File: config.mk
export PLATFORM = sky130hd
export DESIGN_NAME = instr_sequencer
export DESIGN_NICKNAME = d
export VERILOG_FILES = /design/src/rtl/instr_sequencer.sv
export SDC_FILE = /design/constraint.sdc
export NUM_CORES = 1
export LEC_CHECK = 0
export ABC_AREA = 1
export BUFFER_PORTS_ARGS = -buffer_cell sky130_fd_sc_hd__buf_2
export CAP_MARGIN = 20
export CORE_AREA = 2 2 60 62
export CTS_CLUSTER_DIAMETER = 200
export CTS_CLUSTER_SIZE = 20
export DETAILED_ROUTE_END_ITERATION = 8
export DIE_AREA = 0 0 62 64
export GPL_TIMING_DRIVEN = 0
export PLACE_DENSITY = 0.82
export SKIP_LAST_GASP = 1
export SLEW_MARGIN = 25
export SYNTH_ARGS = -nofsm -noshare
export SYNTH_HDL_FRONTEND = slang
export SYNTH_SLANG_ARGS = --single-unit
export TNS_END_PERCENT = 100
File: constraint.sdc
create_clock -name clk -period 3.8 [get_ports clk]
set_input_delay 0.95 -clock clk [delete_from_list [all_inputs] [get_ports clk]]
set_output_delay 0.95 -clock clk [all_outputs]
set_load 0.03 [all_outputs]
File: src/rtl/instr_sequencer.sv
// Instruction sequencer: fetches, decodes and issues instructions to a datapath controller.
// Optional retired-instruction counter enabled by defining INSTR_SEQUENCER_PERF_CNT_EN.
module instr_sequencer #(
  parameter int PC_W    = 8,
  parameter int INSTR_W = 16
) (
  input  logic               clk,
  input  logic               rst_n,
  input  logic               run,
  output logic [PC_W-1:0]    mem_addr,
  output logic               mem_rd,
  input  logic [INSTR_W-1:0] mem_rdata,
  input  logic               mem_valid,
  output logic [INSTR_W-1:0] instr,
  output logic               start,
  input  logic               waiting,
  output logic [PC_W-1:0]    pc,
  output logic               busy,
  output logic               halted,
  output logic [15:0]        instr_count
);

  typedef enum logic [2:0] {
    S_IDLE      = 3'd0,
    S_FETCH     = 3'd1,
    S_DECODE    = 3'd2,
    S_ISSUE     = 3'd3,
    S_WAIT_DONE = 3'd4,
    S_HALT      = 3'd5
  } state_t;

  localparam logic [PC_W-1:0] PC_ONE = {{(PC_W-1){1'b0}}, 1'b1};

  state_t             state_r, state_s;
  logic [PC_W-1:0]    pc_r;
  logic [INSTR_W-1:0] instr_r;
  logic               mem_rd_r, start_r, busy_r, halted_r;
  logic               capture_s, retire_s;

  // Next-state decode; capture and retire strobes mark the two data-update edges.
  always_comb begin
    state_s   = state_r;
    capture_s = 1'b0;
    retire_s  = 1'b0;
    case (state_r)
      S_IDLE: begin
        if (run && waiting) state_s = S_FETCH;
        else                state_s = S_IDLE;
      end
      S_FETCH: begin
        if (mem_valid) begin
          capture_s = 1'b1;
          state_s   = S_DECODE;
        end else begin
          state_s   = S_FETCH;
        end
      end
      S_DECODE: begin
        if (instr_r[INSTR_W-1 -: 3] == 3'b111) state_s = S_HALT;
        else                                   state_s = S_ISSUE;
      end
      S_ISSUE: begin
        if (!waiting) state_s = S_WAIT_DONE;
        else          state_s = S_ISSUE;
      end
      S_WAIT_DONE: begin
        if (waiting) begin
          retire_s = 1'b1;
          state_s  = run ? S_FETCH : S_IDLE;
        end else begin
          state_s  = S_WAIT_DONE;
        end
      end
      S_HALT:  state_s = S_HALT;
      default: state_s = S_IDLE;
    endcase
  end

  // State, datapath registers and Moore outputs registered from the next state.
  always_ff @(posedge clk or negedge rst_n) begin
    if (!rst_n) begin
      state_r  <= S_IDLE;
      pc_r     <= {PC_W{1'b0}};
      instr_r  <= {INSTR_W{1'b0}};
      mem_rd_r <= 1'b0;
      start_r  <= 1'b0;
      busy_r   <= 1'b0;
      halted_r <= 1'b0;
    end else begin
      state_r  <= state_s;
      mem_rd_r <= (state_s == S_FETCH);
      start_r  <= (state_s == S_ISSUE);
      busy_r   <= (state_s != S_IDLE) && (state_s != S_HALT);
      halted_r <= (state_s == S_HALT);
      if (capture_s) instr_r <= mem_rdata;
      if (retire_s)  pc_r    <= pc_r + PC_ONE;
    end
  end

`ifdef INSTR_SEQUENCER_PERF_CNT_EN
  logic [15:0] instr_count_r;

  // Saturating count of retired instructions.
  always_ff @(posedge clk or negedge rst_n) begin
    if (!rst_n) begin
      instr_count_r <= 16'h0000;
    end else if (retire_s && (instr_count_r != 16'hFFFF)) begin
      instr_count_r <= instr_count_r + 16'h0001;
    end
  end

  assign instr_count = instr_count_r;
`else
  assign instr_count = 16'h0000;
`endif

  assign mem_addr = pc_r;
  assign pc       = pc_r;
  assign instr    = instr_r;
  assign mem_rd   = mem_rd_r;
  assign start    = start_r;
  assign busy     = busy_r;
  assign halted   = halted_r;

endmodule
==> summary.md <==
| Metric | Value |
|---|---|
| Clk_skew | 0.00537 ns |
| Slowest-stage cell, CP | dfrtp_1 |
| Yosys cell types | 19 |
| I/O pin total | 73 |
| TritonCTS Buffers | 5 |
| GRT Total Usage | 0.152 |
| Reg2reg start | state_r[0] |
| Most common cell after layout, fill and taps aside | buf_2 |
| Port bufs | 56 |
| Max-cap check violation count | 0 |
| Clock tree buffer depth | 2 |
| Max Clk Rate | 0.483 GHz |
| Post-DP HPWL | 2160 um |
| Syn. warnings | 0 |
| Clk sink count | 31 |
| Design Area, Final | 0.00204 mm2 |
| Initial antenna violation count | 0 |
| Simple logic cell fraction of the synthesized area | 0.168 |
| Status | completed |
| Placement Setup Slack | 1.93 ns |
| Routability congestion estimate | 0.811 |
| Post-CTS Hold Buffers | 0 |
| Final worst slack | 1.73 ns |
| Synth Area in Adders | 0.00794 |
| CTS root buffer | clkbuf_4 |
| Total negative slack | 0 ns |
| Delay of the slowest critical-path stage | 0.47 ns |
| Worst path required time | 2.85 ns |
| Mapped Avg Cell Area | 10.4 um2 |
| Synth Register Bits | 31 |
| Worst Hold Launch | instr[2] |
| Worst-margin pin slew | 0.654 ns |
| XOR/XNOR share of the synthesized area | 0.0333 |
| Die area | 0.00397 mm2 |
| Worst R2R Setup Slack | 2.41 ns |
| RSZ-0062 raised after global routing | false |
| Detailed Route WL | 2830 um |
| Via count | 1200 |
| Critical Path, Cell by Cell | buf_4 > buf_2 |
| DRC errors left | 0 |
| Post-DR vias/cell | 4.33 |
| Largest net degree at the start of global routing | 32 |
| Synth Instances | 152 |
| DR pass1 iterations | 4 |
| Initial Utilization | 0.480 |
| Filler cells | 285 |
| Layout Utilization | 0.621 |
| Worst relative slew slack | 0.564 |
| Mux cell area share after synthesis | 0.136 |
| Largest family of logic cells by synthesized area | simple AND/OR/NAND/NOR gates |
| Die Height | 64 um |
| DP Area | 0.00197 mm2 |
| Power per standard cell area | 774 mW/mm2 |
| Slew Limit Fails | 0 |
| First-pass GRT wire length | 4460 um |
| Final Setup Violations | 0 |
| Setup crit start | mem_addr[3] |
| Minimum clock period | 2.07 ns |
| Post-synthesis compound-gate area fraction | 0 |
| Count of final hold-check violations | 0 |
| Period Utilization, post-route | 0.545 |
| Detailed router's first-iteration violation count | 35 |
| Post_cts resized | 0 |
| Post-CTS Setup Inserts | 0 |
| TritonCTS clock tree | done |
| Nets@finish | 252 |
| Synthesized cell area | 0.00158 mm2 |
| CP endpoint kind | primary output |
| VDD IR max | 361 uV |
| Row cnt | 21 |
| Proportion of synthesized chip area in sequential cells | 0.492 |
| Layout cells sized above 1 | 0.468 |
| H-tree depth | 2 |
| Core ar. | 0.00328 mm2 |
| WP data arrival | 1.12 ns |
| Worst Setup Path Type | flop to primary output |
| Grt ovf | 0 |
| Ant diodes | 0 |
| Worst setup endpoint | pc[3] |
| Worst Hold Path Cells | 1 |
| Pleak | 0.00122 uW |
| R2r endpoint | instr[7] |
| Worst-path fanout max | 7 |
| Hold Path Class | flop to flop |
| CP Launch Type | flop |
| Drt wl/cell | 10.2 um |
| Area growth syn-to-layout | 29.4% |
| Chip width | 62 um |
| Vias in the first global route | 1091 |
| DRT antenna net count | 0 |
| Clock transition at path regs | 0.09 ns |
| R2R depth | 5 |
| Worst skew pair latency | 0.33 ns |
| Most frequent cells in the layout | buf_2, nand2_1, dfrtp_1 |
## synthesized netlist by cell type (all sizes together)
master,number,area [um2]
nor3,4,20.0
xor2,4,35.0
xnor2,2,17.5
nand4,2,12.5
conb,1,3.75
dfrtp,31,776
buf,25,200
nand3,10,67.6
inv,14,52.6
nor2,8,37.5
nand2,34,128
mux2,16,214
ha,1,12.5
## cell families (layout without fill, tap and decap cells)
logic type,after synthesis,count (layout)
flip-flops,31,31
other,1,16
AND/OR/NAND/NOR,58,58
XOR/XNOR,6,6
multiplexers,16,16
adder cells (fa/ha/maj),1,1
buffers and inverters,39,103
## through the flow
stage / hold WS (ns) / total power [uW] / std cells
2_1_floorplan: 0.631 / 1170 / 167
3_3_place_gp: 0.483 / 1360 / 269
3_5_place_dp: 0.489 / 1370 / 269
4_1_cts: 0.511 / 1600 / 277
5_1_grt: 0.527 / 1690 / 277
6_report: 0.505 / 1580 / 277
## state kept, by name (all words and copies together), names as in the netlist
register	flops
mem_rd	1
instr	16
mem_addr	8
busy	1
state_r	3
start	1
halted	1
## how the worst min path moves through the flow
stage	endpoint	slack [ns]
floorplan	busy	0.63
global placement	instr[1]	0.48
detailed placement	instr[11]	0.49
CTS	instr[2]	0.51
global route	instr[11]	0.53
finish	instr[2]	0.50
## worst max-delay path, delay by kind of cell (launching register included)
family	cells	cell delay, ns
DFF	1	0.47
buffers and inverters	2	0.32
## report_power, final
group,total (uW),leakage (uW),switching [uW],internal [uW]
combinational,812,0.000801,502,310
sequential,547,0.000385,84.9,462
clock,219,0.0000386,110,109
total,1580,0.00122,697,880
## cell type report
| type | instances | area, um2 | area share |
|---|---|---|---|
| buffer | 25 | 200 | 0.0982 |
| timing repair buffer | 56 | 280 | 0.137 |
| tap | 46 | 57.6 | 0.0282 |
| multi-input combinational | 97 | 604 | 0.296 |
| inverter | 14 | 52.6 | 0.0258 |
| sequential | 31 | 776 | 0.380 |
| clock buffer | 8 | 68.8 | 0.0337 |
## routing by layer
layer / global-route usage / part of all wire / vias to the layer above
li1: - / - / 598
met1: 0.167 / 0.41 / 553
met2: 0.253 / 0.50 / 43
met3: 0.0587 / 0.073 / 6
met4: 0.0612 / 0.017 / 0
met5: 0 / 0 / -
(Power assumes the default switching activity.)
